--- src/rtl/f_run_monitor.sv ---
// Run-length monitor for the detector output F: measures each contiguous high run,
// queues qualifying lengths in a small FIFO drained over valid/ready, and keeps run statistics.
//
// state | meaning
// IDLE  | waiting for f_in high while enabled
// RUN   | measuring a high run of f_in; counter holds edges seen so far
module f_run_monitor #(
    parameter int CNT_W      = 8,
    parameter int FIFO_DEPTH = 4,
    parameter int MIN_RUN    = 1
) (
    input  logic             clk,
    input  logic             rst,
    input  logic             en,
    input  logic             f_in,
    output logic [CNT_W-1:0] run_len,
    output logic             run_valid,
    input  logic             run_ready,
    output logic [15:0]      total_runs,
    output logic             busy,
    output logic             overflow
);

    localparam int PTR_W = (FIFO_DEPTH > 2) ? $clog2(FIFO_DEPTH) : 1;
    localparam int OCC_W = $clog2(FIFO_DEPTH + 1);

    localparam logic [CNT_W-1:0] CNT_MAX   = '1;
    localparam logic [CNT_W-1:0] CNT_ONE   = CNT_W'(1);
    localparam logic [CNT_W-1:0] MIN_RUN_C = CNT_W'(MIN_RUN);
    localparam logic [OCC_W-1:0] OCC_FULL  = OCC_W'(FIFO_DEPTH);
    localparam logic [OCC_W-1:0] OCC_ONE   = OCC_W'(1);
    localparam logic [PTR_W-1:0] PTR_ONE   = PTR_W'(1);

    typedef enum logic {
        IDLE = 1'b0,
        RUN  = 1'b1
    } state_t;

    state_t             state_q, state_d;
    logic [CNT_W-1:0]   cnt_q, cnt_d;
    logic [CNT_W-1:0]   mem_q [FIFO_DEPTH];
    logic [PTR_W-1:0]   wr_ptr_q, wr_ptr_d;
    logic [PTR_W-1:0]   rd_ptr_q, rd_ptr_d;
    logic [OCC_W-1:0]   occ_q, occ_d;
    logic [15:0]        total_q, total_d;
    logic               ovf_q, ovf_d;

    logic run_end;
    logic qualify;
    logic fifo_empty;
    logic fifo_full;
    logic push;
    logic pop;
    logic drop;

    always_ff @(posedge clk or posedge rst) begin
        if (rst) begin
            state_q <= IDLE;
            cnt_q   <= '0;
        end else begin
            state_q <= state_d;
            cnt_q   <= cnt_d;
        end
    end

    always_comb begin
        state_d = state_q;
        cnt_d   = cnt_q;
        run_end = 1'b0;
        case (state_q)
            IDLE: begin
                if (en && f_in) begin
                    state_d = RUN;
                    cnt_d   = CNT_ONE;
                end
            end
            RUN: begin
                if (!en) begin
                    state_d = IDLE;
                    cnt_d   = '0;
                end else if (f_in) begin
                    if (cnt_q != CNT_MAX) begin
                        cnt_d = cnt_q + CNT_ONE;
                    end
                end else begin
                    state_d = IDLE;
                    cnt_d   = '0;
                    run_end = 1'b1;
                end
            end
            default: begin
                state_d = IDLE;
                cnt_d   = '0;
            end
        endcase
    end

    // A full FIFO still accepts a push when the head leaves on the same edge.
    always_comb begin
        fifo_empty = (occ_q == '0);
        fifo_full  = (occ_q == OCC_FULL);
        qualify    = run_end && (cnt_q >= MIN_RUN_C);
        pop        = !fifo_empty && run_ready;
        push       = qualify && (!fifo_full || pop);
        drop       = qualify && fifo_full && !pop;
    end

    always_comb begin
        wr_ptr_d = wr_ptr_q;
        rd_ptr_d = rd_ptr_q;
        occ_d    = occ_q;
        total_d  = total_q;
        ovf_d    = ovf_q | drop;
        if (push) begin
            wr_ptr_d = wr_ptr_q + PTR_ONE;
        end
        if (pop) begin
            rd_ptr_d = rd_ptr_q + PTR_ONE;
        end
        case ({push, pop})
            2'b10:   occ_d = occ_q + OCC_ONE;
            2'b01:   occ_d = occ_q - OCC_ONE;
            default: occ_d = occ_q;
        endcase
        if (qualify) begin
            total_d = total_q + 16'd1;
        end
    end

    always_ff @(posedge clk or posedge rst) begin
        if (rst) begin
            wr_ptr_q <= '0;
            rd_ptr_q <= '0;
            occ_q    <= '0;
            total_q  <= '0;
            ovf_q    <= 1'b0;
        end else begin
            wr_ptr_q <= wr_ptr_d;
            rd_ptr_q <= rd_ptr_d;
            occ_q    <= occ_d;
            total_q  <= total_d;
            ovf_q    <= ovf_d;
        end
    end

    always_ff @(posedge clk or posedge rst) begin
        if (rst) begin
            for (int i = 0; i < FIFO_DEPTH; i++) begin
                mem_q[i] <= '0;
            end
        end else if (push) begin
            mem_q[wr_ptr_q] <= cnt_q;
        end
    end

    // Outputs come from registered state only; nothing from f_in reaches them combinationally.
    always_comb begin
        run_valid  = !fifo_empty;
        run_len    = fifo_empty ? '0 : mem_q[rd_ptr_q];
        total_runs = total_q;
        busy       = (state_q == RUN);
        overflow   = ovf_q;
    end

endmodule
--- config.mk ---
export PLATFORM = sky130hd
export DESIGN_NAME = f_run_monitor
export DESIGN_NICKNAME = d
export VERILOG_FILES = /design/src/rtl/f_run_monitor.sv
export SDC_FILE = /design/constraint.sdc
export NUM_CORES = 1
export LEC_CHECK = 0
export BUFFER_PORTS_ARGS = -buffer_cell sky130_fd_sc_hd__buf_2
export CAP_MARGIN = 25
export CORE_UTILIZATION = 50
export CTS_BUF_LIST = sky130_fd_sc_hd__clkbuf_4 sky130_fd_sc_hd__clkbuf_8 sky130_fd_sc_hd__clkbuf_16
export CTS_CLUSTER_SIZE = 40
export DETAILED_ROUTE_END_ITERATION = 7
export PLACE_DENSITY = 0.8
export SLEW_MARGIN = 20
export SYNTH_ARGS = -nofsm -noshare
export SYNTH_HDL_FRONTEND = slang
export SYNTH_SLANG_ARGS = --single-unit
export TNS_END_PERCENT = 1
--- constraint.sdc ---
create_clock -name clk -period 6.2 [get_ports clk]
set_input_delay 1.24 -clock clk [delete_from_list [all_inputs] [get_ports clk]]
set_output_delay 1.24 -clock clk [all_outputs]
set_load 0.01 [all_outputs]
==> results of run 1 <==
[synth_stat cells, types with 5 or more instances]
cell and n:
mux2_2 27, nand2_1 13, inv_1 13, dfrtp_1 65
xnor2_1 17, mux4_2 8, o21ai_0 7, and2_1 10
ha_1 9, nand4_1 10, nand3_1 11, clkbuf_1 6
nor2_1 5
[sequential cells by signal (all words and copies together), names as in the netlist]
name,flops
mem_q,32
overflow,1
rd_ptr_q,2
total_runs,16
busy,1
occ_q,3
wr_ptr_q,2
cnt_q,8
[worst max-delay path by stage]
stage	depth (start not counted)	to	startpoint
floorplan	9	occ_q[2]	run_ready
global placement	10	occ_q[2]	run_ready
detailed placement	10	occ_q[2]	run_ready
CTS	3	run_len[3]	rd_ptr_q[0]
global route	3	run_len[1]	rd_ptr_q[0]
finish	3	run_len[3]	rd_ptr_q[0]
[worst max-delay path: cells and delay by family, from the launching register on]
family                 cells  cell delay (ns)
muxes                      1             0.59
DFF                        1             0.75
and+or+nand+nor            1             0.16
buffers and inverters      1             0.13
[report_power, final]
part,total [mW],switching (mW),internal [mW],leakage (nW)
logic,0.238,0.115,0.123,0.815
clock network,0.441,0.167,0.274,0.121
registers,0.551,0.0734,0.477,0.880
total,1.23,0.355,0.874,1.82
[area by class of cell]
class	count	area, um2
fillers	514	2631
well taps	77	96.34
repair buffers	32	162.7
multi-input cells	167	1501
clock buffers	10	131.4
flip-flops and latches	65	1627
clock inverters	6	115.1
inverters	13	48.80
[cell families after synthesis]
group,share of synthesized area
AOI/OAI and AO/OA,0.05371
DFF,0.4987
muxes,0.1768
xor gates and xnor gates,0.05638
adders and majority gates,0.04066
and+or+nand+nor,0.1312
buffers and inverters,0.04258
[stage by stage]
stage / instance area (um2) / utilization / instances / setup WS [ns]
final: 3682 / 0.5832 / 370 / 2.987
after global routing: 3682 / 0.5832 / 370 / 2.851
after CTS: 3677 / 0.5824 / 370 / 2.944
after detailed placement: 3431 / 0.5434 / 354 / 2.843
after global placement: 3431 / 0.5434 / 354 / 2.950
after floorplan: 3262 / - / 259 / 3.161
[routing by layer]
metal | GRT usage | vias to the layer above | part of all wire
li1 | - | 982 | -
met1 | 0.2710 | 1032 | 0.50
met2 | 0.2689 | 45 | 0.46
met3 | 0.03934 | 7 | 0.030
met4 | 0.08276 | 0 | 0.010
met5 | 0 | - | 0
==> impl_metrics.ini, run 1 <==
[outcome]
status = complete, no violations

[setup_path]
r2r-start = cnt_q[1]
worst_setup_path_end_kind = output pin
crit_chain = mux4_2, and2_1, buf_2
worstReg2RegEnd = occ_q[2]
critPathMaxStageDelay_ns = 0.75
worstSetupStartpointType = flop
crit_slowest_cell = dfrtp_1
cp_data_required_time_ns = 4.96
reg2reg_depth = 11
crit_type = reg2out
r2r_setup_slack_ns = 3.34
crit_fanout = 10
worstPathArrival_ns = 1.97

[sta]
maxSlewHeadroom = 0.4532
maxSlewViolCount = 0
fmax_ghz = 0.3112
period_needed_ns = 3.213
setup_viol_count_final = 0
hold_violations = 0
fin_worst_hold_slack_ns = 0.4671
tightest_slew_ns = 0.8203
post-route-period-util = 0.5183
finalClockSkew_ns = 0.008573
rsz0062_at_grt = no
fin_tns_setup_ns = 0

[detailed_routing]
wl_um = 5830
dr.pass1.iters = 4
drc = 0
viasPerCell = 5.584
antenna_left = 0
post_drt_wl_per_cell_um = 15.76
first_iter_violations = 120
vias = 2066

[clock_network]
cts_tree = yes
ctsRootBufferMaster = clkbuf_8
clk_latency_ns = 0.34
cts_resized = 0
numCtsBuffers = 9
htree_levels = 3
hold_buffers = 0
cts.clk_slew.worst_paths_ns = 0.07
cts_sinks = 65
cts_buffer_depth = 2
post_cts_buffers = 0

[yosys]
ys.flop_type = dfrtp_1
ys_seq_elements = 65
ys_warn_count = 0
synthArstFlopShare = 1.000
synthDistinctLibCells = 46
avgSynthCellArea_um2 = 12.59
synth_area_um2 = 3262
yosys.area.top_type_share = 0.4987
synth_fp_nets = 274
synth_area_leaders = dfrtp_1, mux2_2, mux4_2
ys_seq_area_frac = 0.4987
synth_area_leader_cell = dfrtp_1
synth-edff-count = 0
syn_inst = 259

[finish]
final_cell_mix = dfrtp_1, buf_2, mux2_2, xnor2_1, nand2_1
layout-drive-gt1-share = 0.3345
num_antenna_cells = 0
area_delta_synth_final_pct = 12.89
mostFrequentLayoutCell = dfrtp_1
nets = 303

[place]
finalWeightedCongestion = 0.7266
portBuffers = 31
place_hpwl_um = 3925

[die]
core_area_um2 = 6314
rows = 29
die-width_um = 82.77
start_util = 0.5166
dieArea_um2 = 6851
die_h_um = 82.77
io_pins = 32

[min_path]
hold_start = overflow
whs_endpoint = overflow
hold_depth = 1
hold_path_class = reg2reg

[global_routing]
grt_max_degree = 66
grtUsageTotal = 0.1868
grt_pass1_wl_um = 9197
overflow = 0
antenna_found_initial = 0
grt_pass1_vias = 1860

[power]
total_power_mw = 1.229
max-vdd-ir-drop_mv = 0.2245
power.density_nw_per_um2 = 333.9
p_leak_nw = 1.816

[run]
maxCapViolCount = 0
(Power assumes the default switching activity.)
==> inputs of run 2 (changes only) <==
- clock period: 6.2 -> 3.35 ns (I/O delays scaled with it)
==> run 2 against run 1 <==
Effect of this change: sequential share of layout area up 0.61 points; combinational power increased by 84%; register-to-register slack worse by 2.7 ns; routed wire length shrank 0.46%; flip-flop and latch count is the same; first-iteration DRC count is 21% higher; global-route usage up 0.43 points; final cell count increased by 0.81%; critical path type is now reg2reg; highest routed layer unchanged.
==> impl_metrics.ini, run 2 (synthesis gave the netlist of run 1 again) <==
[die]
die_h_um = 82.77
rows = 29
die-width_um = 82.77
io_pins = 32
start_util = 0.5166
dieArea_um2 = 6851
core_area_um2 = 6314

[setup_path]
path_depth = 12
worstPathArrival_ns = 2.99
r2r-start = cnt_q[1]
crit_buf_inv = 4
r2r_setup_slack_ns = 0.62
crit_chain = inv_1, ha_1, nor4b_2, a211oi_4, buf_4, inv_1, ha_1, inv_1, fa_1, xor2_1, nor2_1, xor2_1
cp_data_required_time_ns = 3.60
worstSetupStartpointType = flop
crit_top_cell = inv_1
worst_setup_path_end_kind = flop
crit_fanout = 10
crit_slowest_cell = dfrtp_1
worstReg2RegEnd = occ_q[2]
critPathMaxStageDelay_ns = 0.51
reg2reg_depth = 12
crit_type = reg2reg
crit_family = adder cells

[detailed_routing]
antenna_left = 0
wl_um = 5803
viasPerCell = 5.614
drc = 0
first_iter_violations = 145
dr.pass1.iters = 5
vias = 2094
post_drt_wl_per_cell_um = 15.56

[clock_network]
cts_sinks = 65
cts.clk_slew.worst_paths_ns = 0.07
post_cts_buffers = 0
numCtsBuffers = 9
ctsRootBufferMaster = clkbuf_8
cts_resized = 0
clk_latency_ns = 0.33
htree_levels = 3
hold_buffers = 0
cts_buffer_depth = 2
cts_tree = yes

[sta]
fmax_ghz = 0.3657
tightest_slew_ns = 0.8134
maxSlewHeadroom = 0.4578
post-route-period-util = 0.8162
maxSlewViolCount = 0
fin_tns_setup_ns = 0
finalClockSkew_ns = 0.004133
fin_worst_hold_slack_ns = 0.4635
period_needed_ns = 2.734
rsz0062_at_grt = no
hold_violations = 0
setup_viol_count_final = 0

[finish]
mostFrequentLayoutCell = dfrtp_1
nets = 306
num_antenna_cells = 0
fin_util = 0.5753
largest_reg_flops = 32
fillerInstances = 529
seq_area_um2 = 1627
layout-drive-gt1-share = 0.3378
final_cell_mix = dfrtp_1, buf_2, mux2_2, xnor2_1, nand2_1
fin_area_um2 = 3632
area_delta_synth_final_pct = 11.35
top_register = mem_q
multiInputGateArea_um2 = 1496
instances_no_fill = 373

[place]
finalWeightedCongestion = 0.7823
portBuffers = 31
place_hpwl_um = 3913
dpl-instance-area_um2 = 3451
placed_cells = 357

[global_routing]
grt_pass1_vias = 1930
grt_pass1_wl_um = 9390
antenna_found_initial = 0
overflow = 0
grtUsageTotal = 0.1911
grt_max_degree = 66

[min_path]
hold_depth = 1
whs_endpoint = overflow
hold_path_class = reg2reg
hold_start = overflow

[power]
max-vdd-ir-drop_mv = 0.4183
power.density_nw_per_um2 = 562.8
p_leak_nw = 1.802

[run]
maxCapViolCount = 0

[outcome]
status = complete, no violations
-- run 2: worst max path at each step --
stage	startpoint	slack (ns)	to
after floorplan	run_ready	0.88	occ_q[2]
after global placement	cnt_q[1]	0.75	occ_q[2]
after detailed placement	cnt_q[1]	0.63	occ_q[2]
after CTS	cnt_q[1]	0.60	occ_q[2]
after global routing	cnt_q[1]	0.42	occ_q[2]
final	cnt_q[1]	0.62	occ_q[2]
-- run 2: power breakdown --
part | internal (mW) | switching (mW) | total, mW
registers | 0.884 | 0.132 | 1.02
logic | 0.229 | 0.209 | 0.439
clock network | 0.305 | 0.286 | 0.590
total | 1.42 | 0.627 | 2.04
-- run 2: per-layer routing --
layer,track usage,part of all wire
met5,0,0
met4,0.07241,0.014
met3,0.04918,0.033
met2,0.2852,0.48
met1,0.2678,0.48
-- run 2: cell type report --
type                       instances  share of cell area
sequential                        65              0.4478
multi-input combinational        167              0.4120
timing repair buffer              35             0.05029
clock buffer                      11             0.04168
tap                               77             0.02652
inverter                          13             0.01343
clock inverter                     5            0.008267
-- run 2: worst register-to-register path, delay by kind of cell (launching register included) --
| kind | cells | cell delay, ns |
|---|---|---|
| adders and majority gates | 3 | 0.75 |
| buffers and inverters | 4 | 0.47 |
| xor gates and xnor gates | 2 | 0.30 |
| and+or+nand+nor | 2 | 0.52 |
| DFF | 1 | 0.51 |
| AOI/OAI and AO/OA | 1 | 0.10 |
-- run 2: stage by stage --
| step | power, mW | worst slack (ns) |
|---|---|---|
| after floorplan | 1.351 | 0.8808 |
| after global placement | 1.454 | 0.7543 |
| after detailed placement | 1.476 | 0.6281 |
| after CTS | 2.068 | 0.5969 |
| after global routing | 2.181 | 0.4218 |
| final | 2.044 | 0.6157 |
==> inputs of run 3 (changes only) <==
- PLACE_DENSITY: 0.8 -> 0.83
- clock period: 3.35 -> 2.2 ns (I/O delays scaled with it)
==> run 3 against run 2 <==
Effect of this change: die area did not move; cell area rose by 5.1%; register-to-register slack got worse by 0.54 ns; worst hold slack got worse by 0.36 ns; first-iteration DRC count fell by 24%; critical path type unchanged; largest cell class unchanged; highest routed layer unchanged.
==> impl_metrics.ini, run 3 (synthesis gave the netlist of run 1 again) <==
[outcome]
status = complete, no violations

[clock_network]
clk_latency_ns = 0.34
ctsRootBufferMaster = clkbuf_8
cts_tree = yes
cts.clk_slew.worst_paths_ns = 0.07
cts_buffer_depth = 2
cts_sinks = 65
htree_levels = 3
numCtsBuffers = 9
hold_buffers = 0

[detailed_routing]
vias = 2197
post_drt_wl_per_cell_um = 16.74
wl_um = 6461
first_iter_violations = 110
antenna_left = 0
dr.pass1.iters = 4
drc = 0
viasPerCell = 5.692

[global_routing]
grtUsageTotal = 0.2085
antenna_found_initial = 0
grt_max_degree = 46
grt_pass1_vias = 2078
grt_pass1_wl_um = 10100
overflow = 0

[place]
dp_slack_ns = -0.02218
place_hpwl_um = 4417
finalWeightedCongestion = 0.7993
placed_cells = 369
portBuffers = 31
dpl-instance-area_um2 = 3575

[sta]
hold_violations = 0
tightest_slew_ns = 0.5820
period_needed_ns = 2.128
maxSlewViolCount = 0
fin_ws_ns = 0.07207
post-route-period-util = 0.9672
finalClockSkew_ns = 0.005862
setup_viol_count_final = 0
rsz0062_at_grt = yes
maxSlewHeadroom = 0.6120
fmax_ghz = 0.4699

[die]
core_area_um2 = 6314
die-width_um = 82.77
start_util = 0.5166
die_h_um = 82.77
dieArea_um2 = 6851
io_pins = 32
rows = 29

[setup_path]
cp_data_required_time_ns = 2.47
path_depth = 10
crit_fanout = 3
worst_setup_path_end_kind = flop
crit_type = reg2reg
crit_slowest_cell = dfrtp_1
crit_buf_inv = 2
worstSetupStartpointType = flop
crit_family = adder cells
worstPathArrival_ns = 2.40
reg2reg_depth = 10
critPathMaxStageDelay_ns = 0.42
crit_chain = ha_2, nor4b_4, a211oi_4, inv_2, ha_4, inv_2, fa_2, xor2_1, nor2_1, xor2_1

[power]
power.density_nw_per_um2 = 875.3
max-vdd-ir-drop_mv = 0.7762
total_power_mw = 3.342
p_leak_nw = 1.896

[finish]
fillerInstances = 499
mostFrequentLayoutCell = dfrtp_1
nets = 319
largest_reg_flops = 32
fin_area_um2 = 3819
top_register = mem_q
layout-drive-gt1-share = 0.3981
fin_util = 0.6048
final_cell_mix = dfrtp_1, buf_2, mux2_2, xnor2_1, buf_4
instances_no_fill = 386
area_delta_synth_final_pct = 17.07
num_antenna_cells = 0

[run]
maxCapViolCount = 0

[min_path]
hold_path_class = in2async
## run 3: worst reg2reg max path, cell delays in order (launching register included)
cell,delay (ns)
dfrtp_1,0.42
ha_2,0.22
nor4b_4,0.29
a211oi_4,0.11
inv_2,0.08
ha_4,0.13
inv_2,0.04
fa_2,0.34
xor2_1,0.16
nor2_1,0.12
xor2_1,0.14
## run 3: timing repair
action	CTS	global route
setup buffers	1	0
endpoints found under the setup margin	3	5
gates resized for setup	1	6
pin swaps	1	3
## run 3: power breakdown
part	leakage (nW)	internal, mW	total (mW)	switching, mW
sequential	0.880	1.35	1.50	0.156
clock	0.108	0.589	1.03	0.438
combinational	0.908	0.416	0.813	0.397
total	1.90	2.35	3.34	0.991
## run 3: per-stage QoR
step	hold slack, ns	TNS, ns
after global placement	0.4412	0
after global routing	0.1282	-0.05307
after detailed placement	0.4433	-0.02218
after CTS	0.1028	0
after floorplan	0.4440	-0.2576
final	0.1035	0
## run 3: final timing paths
path	from	end	slack, ns
worst max-delay path	cnt_q[0]	occ_q[2]	0.07
worst min-delay path	rst	occ_q[1]	0.10
worst max register to register	cnt_q[0]	occ_q[2]	0.07
worst min register to register	overflow	overflow	0.45
max in group asynchronous	rst	mem_q[21]	1.50
min in group clk	overflow	overflow	0.45
## run 3: cell type report
class	count	area, um2	share of cell area
clock buffer	13	160.2	0.04194
clock inverter	3	40.04	0.01048
multi-input combinational	167	1544	0.4043
timing repair buffer	48	302.8	0.07929
inverter	13	48.80	0.01278
sequential	65	1627	0.4260
tap	77	96.34	0.02523
## run 3: per-layer routing
| layer | global-route usage | vias up | share of wire |
|---|---|---|---|
| met1 | 0.2662 | 1123 | 0.46 |
| met5 | 0 | - | 0 |
| li1 | - | 1018 | - |
| met3 | 0.06557 | 12 | 0.036 |
| met2 | 0.3295 | 44 | 0.49 |
| met4 | 0.08276 | 0 | 0.014 |
